--- src/rtl/fft_sample_feeder.sv ---
// fft_sample_feeder
// Buffers one frame of unsigned samples from upstream logic and replays it
// into the FFT core's start/number input port. A frame is launched only when
// the buffer is full and the core reports idle. After the last sample the
// block holds until the core is idle again before it accepts a new frame.
// Every output comes straight from a flop.

module fft_sample_feeder #(
   parameter int         FRAME_LEN = 16,
   parameter int         DATA_W    = 10,
   parameter logic [1:0] IDLE_CODE = 2'b00
) (
   input  logic              clk,
   input  logic              reset,
   input  logic              wr_en,
   input  logic [DATA_W-1:0] wr_data,
   input  logic              go,
   input  logic [1:0]        core_state,
   output logic              start,
   output logic [DATA_W-1:0] number,
   output logic              full,
   output logic              busy,
   output logic              done
);

   localparam int RD_W  = $clog2(FRAME_LEN);
   localparam int CNT_W = RD_W + 1;

   localparam logic [CNT_W-1:0] CNT_FULL = CNT_W'(FRAME_LEN);
   localparam logic [RD_W-1:0]  RD_LAST  = RD_W'(FRAME_LEN - 1);

   typedef enum logic [1:0] {
      S_LOAD,
      S_ARM,
      S_STREAM,
      S_WAIT
   } state_t;

   state_t            state;
   state_t            state_nxt;
   logic [CNT_W-1:0]  cnt;
   logic [CNT_W-1:0]  cnt_nxt;
   logic [RD_W-1:0]   rd;
   logic [RD_W-1:0]   rd_nxt;
   // Set after the first WAIT cycle so that WAIT always lasts at least two cycles.
   logic              wait_seen;
   logic              wait_seen_nxt;
   logic              wr_do;

   logic              start_nxt;
   logic [DATA_W-1:0] number_nxt;
   logic              full_nxt;
   logic              busy_nxt;
   logic              done_nxt;

   // Frame storage; contents are don't-care until written, so it has no reset.
   logic [DATA_W-1:0] sample_mem [FRAME_LEN];

   // Next-state logic: buffer fill, launch, stream sequencing and core handshake.
   always_comb begin
      state_nxt     = state;
      cnt_nxt       = cnt;
      rd_nxt        = rd;
      wait_seen_nxt = wait_seen;
      wr_do         = 1'b0;
      done_nxt      = 1'b0;

      unique case (state)
         S_LOAD: begin
            // A launch takes priority; a write in the same cycle cannot land
            // anyway because the buffer is already full.
            if (go && (cnt == CNT_FULL) && (core_state == IDLE_CODE)) begin
               state_nxt = S_ARM;
            end else if (wr_en && (cnt != CNT_FULL)) begin
               wr_do   = 1'b1;
               cnt_nxt = cnt + 1'b1;
            end
         end

         S_ARM: begin
            state_nxt = S_STREAM;
            rd_nxt    = '0;
         end

         S_STREAM: begin
            if (rd == RD_LAST) begin
               state_nxt     = S_WAIT;
               rd_nxt        = '0;
               wait_seen_nxt = 1'b0;
            end else begin
               rd_nxt = rd + 1'b1;
            end
         end

         S_WAIT: begin
            if (wait_seen && (core_state == IDLE_CODE)) begin
               state_nxt     = S_LOAD;
               cnt_nxt       = '0;
               done_nxt      = 1'b1;
               wait_seen_nxt = 1'b0;
            end else begin
               wait_seen_nxt = 1'b1;
            end
         end

         default: begin
            state_nxt = S_LOAD;
         end
      endcase
   end

   // Output values for the coming cycle, derived from where the FSM is heading
   // so that the registered outputs line up with the state they describe.
   always_comb begin
      start_nxt  = (state_nxt == S_ARM) ||
                   ((state_nxt == S_STREAM) && (rd_nxt == '0));
      number_nxt = (state_nxt == S_STREAM) ? sample_mem[rd_nxt] : '0;
      busy_nxt   = (state_nxt != S_LOAD);
      full_nxt   = (state_nxt == S_LOAD) && (cnt_nxt == CNT_FULL);
   end

   // Control state and registered outputs, cleared by synchronous reset.
   always_ff @(posedge clk) begin
      if (reset) begin
         state     <= S_LOAD;
         cnt       <= '0;
         rd        <= '0;
         wait_seen <= 1'b0;
         start     <= 1'b0;
         number    <= '0;
         full      <= 1'b0;
         busy      <= 1'b0;
         done      <= 1'b0;
      end else begin
         state     <= state_nxt;
         cnt       <= cnt_nxt;
         rd        <= rd_nxt;
         wait_seen <= wait_seen_nxt;
         start     <= start_nxt;
         number    <= number_nxt;
         full      <= full_nxt;
         busy      <= busy_nxt;
         done      <= done_nxt;
      end
   end

   // Sample capture; slot index is the current fill count.
   always_ff @(posedge clk) begin
      if (wr_do && !reset) begin
         sample_mem[cnt[RD_W-1:0]] <= wr_data;
      end
   end

endmodule

--- config.mk ---
export PLATFORM = sky130hd
export DESIGN_NAME = fft_sample_feeder
export DESIGN_NICKNAME = d
export VERILOG_FILES = /design/src/rtl/fft_sample_feeder.sv
export SDC_FILE = /design/constraint.sdc
export NUM_CORES = 1
export LEC_CHECK = 0
export ABC_AREA = 1
export CORE_ASPECT_RATIO = 2
export CORE_UTILIZATION = 40
export CTS_BUF_LIST = sky130_fd_sc_hd__clkbuf_8
export DETAILED_ROUTE_END_ITERATION = 16
export GPL_TIMING_DRIVEN = 1
export MAX_ROUTING_LAYER = met4
export PLACE_DENSITY_LB_ADDON = 0.15
export SLEW_MARGIN = 5
export SYNTH_ARGS = -nofsm -noshare
export SYNTH_HDL_FRONTEND = slang
export SYNTH_SLANG_ARGS = --single-unit
--- constraint.sdc ---
create_clock -name clk -period 2.85 [get_ports clk]
set_clock_uncertainty 0.2 [all_clocks]
set_input_delay 0.57 -clock clk [delete_from_list [all_inputs] [get_ports clk]]
set_output_delay 0.57 -clock clk [all_outputs]
set_load 0.02 [all_outputs]
==> results.cfg <==
[synth]
synth_top_family_by_area = simple AND/OR/NAND/NOR gates
synth_cells = 797
syn_area_mm2 = 0.00822
yosys.area_share.simple = 0.235
synth_compound_area_frac = 0.0177
syn-num-nets = 822
synthMuxAreaShare = 0
synth_fa_ha_area_frac = 0.0137
synth-seq-cells = 186
ys_seq_area_frac = 0.648
synth_top_area_frac = 0.584
yosys-top-cells-area = edfxtp_1 (58%), nand3_1 (11%), dfxtp_1 (6.3%), inv_1 (6.3%), nand2_1 (5.6%)
synth_xor_area_frac = 0.00107
yosys_warnings = 0
yosysTopAreaCell = edfxtp_1
syn_avg_cell_area_um2 = 10.3
synth_cell_types = 25

[clock_network]
clk_pin_slew_ps = 100
htreeDepth = 4
cts_tree = yes
clock_latency_ps = 470
cts.sinks = 186
cts_buffers = 17
root_buffer = clkbuf_8
cts_buffer_depth = 2
ctsHoldBuffers = 0
postCtsSetupRepairBufs = 0
post_cts_resized = 0

[worst_setup_path]
cp_max_fo = 38
start_kind = register
cpMostUsedCell = nand3_1
path_cells = inv_1, ha_1, nand2_1, nor2_2, nand2_2, nand2_4, buf_12, nand2_1, nand3_1, nand3_1, nand3_1, a21oi_1
worstPathRequired_ps = 2980
critPathCaptureType = register
criticalPathCategory = reg -> reg
crit_slowest_cell = ha_1
critPathArrivalTime_ps = 2720
cpPeakStageDelay_ps = 410

[placed_design]
port_buffers = 29
place_hpwl_um = 14000
finalWeightedCongestion = 0.847

[power_and_ir_drop]
irDropWorstVdd_v = 0.000699
leakage_nw = 3.80
powerDensity_mw_per_mm2 = 719

[die]
die_w_um = 103
core-area_mm2 = 0.0200
rows = 73
die_y_um = 205
start_util = 0.411
die_area_mm2 = 0.0212
io_pins = 30

[detailed_routing]
wire_per_inst_um = 17.8
routed_wl_um = 20000
first_iter_violations = 286
vias = 5683
drc = 0
antenna_left = 0
drt-vias-per-instance = 5.06
firstDrtPassIters = 4

[cells_and_area]
drive_above_1_share = 0.0918
multi_input_area_mm2 = 0.00221
areaGrowthSynthToFinish_pct = 15.4
nNetsFinal = 873
regArea_mm2 = 0.00533
final_common_cell = nand3_1
fill_cells = 1781
final_cell_mix = nand3_1 (181), edfxtp_1 (160), inv_1 (139)
final_util = 0.474
n_antenna_cell = 0

[global_route]
grt_util_met1 = 0.221
grt_overflow = 0
antenna_found_initial = 0
busiest_layer = met2
grt_pass1_vias = 5786
grt_max_degree = 82
gr-usage-met3 = 0.0290
use_met2 = 0.380
grtUsageTotal = 0.213
grt_pass1_wl_um = 30800

[timing]
grt_setup_unrepaired = false
period_needed_ps = 2590
relSlewSlack = 0.636
fin_crit_sh = 0.910
final-hold-violation-count = 0
slew_violations = 0
setup_tns_ps = 0
tightest_slew_ps = 545
setup_viol = 0
clock.fmax_ghz = 0.386

[hold_path]
hold_path_class = reg -> reg

[flow_run]
cap_violations = 0

[outcome]
outcome = finished, final reports clean
==> kinds of logic after synthesis <==
| kind of cell | after synthesis |
|---|---|
| fa+ha+maj | 9 |
| xor+xnor | 1 |
| flops | 186 |
| simple gates | 397 |
| buf+inv | 178 |
| compound gates | 26 |
==> worst max-delay path, delay by kind of cell, from the launching register on <==
family / cells / cell delay [ps]
AO/OA/AOI/OAI: 1 / 80
adder cells (fa/ha/maj): 1 / 410
buffers and inverters: 2 / 340
flip-flops: 1 / 400
AND/OR/NAND/NOR: 8 / 1010
==> worst paths after layout <==
kind | from | endpoint | slack, ps | cells past startpoint
worst max-delay path | state[1] | number[2] | 260 | 12
worst min-delay path | wait_seen | done | 270 | 2
worst max register to register | state[1] | number[2] | 260 | 12
worst min register to register | wait_seen | done | 270 | 2
==> registers in the layout (all words and copies together), names as in the netlist <==
| name | flops |
|---|---|
| busy | 1 |
| cnt | 5 |
| done | 1 |
| full | 1 |
| number | 10 |
| rd | 4 |
| sample_mem | 160 |
| start | 1 |
| state | 2 |
| wait_seen | 1 |
==> routing by layer <==
layer  part of all wire  wire (µm)  vias to the layer above
li1                   -          -                     2764
met1               0.37       7480                     2736
met2               0.56      11200                      140
met3              0.029        575                       43
met4              0.039        785                        0
met5                  0          0                        -
==> cells in the mapped netlist, drive strengths merged <==
| cell type | count |
|---|---|
| nand2 | 125 |
| clkbuf | 16 |
| o22ai | 1 |
| nand3b | 50 |
| nor2 | 35 |
| o21ai | 7 |
| dfxtp | 26 |
| a21o | 1 |
| buf | 23 |
| o211ai | 2 |
| inv | 139 |
| nor3 | 4 |
| a21oi | 15 |
| nand4 | 1 |
| ha | 9 |
| xor2 | 1 |
| edfxtp | 160 |
| nand3 | 181 |
| or2 | 1 |
==> layout make-up <==
type                       instances  share of cell area
clock buffer                      17              0.0247
sequential                       186               0.561
tap                              262              0.0346
inverter                         139              0.0550
multi-input combinational        433               0.233
clock inverter                    15              0.0212
timing repair buffer              71              0.0704
==> report_power, final <==
group	total (mW)	internal [mW]	switching, mW
Sequential	3.15	3.09	0.0624
Clock	1.87	0.957	0.914
Combinational	1.79	0.619	1.17
Total	6.82	4.67	2.15
==> metrics by stage <==
stage          cells  hold slack [ps]  power (mW)  setup WS, ps  area [µm²]
4_1_cts         1123              276        6.87           250        9490
3_5_place_dp    1091              263        5.02           211        9050
2_1_floorplan    797              241        4.36           436        8220
3_3_place_gp    1091              259        5.00           254        9050
5_1_grt         1123              293        7.18          51.2        9490
6_report        1123              273        6.82           256        9490
No activity file was read; power rests on OpenSTA's default activity.
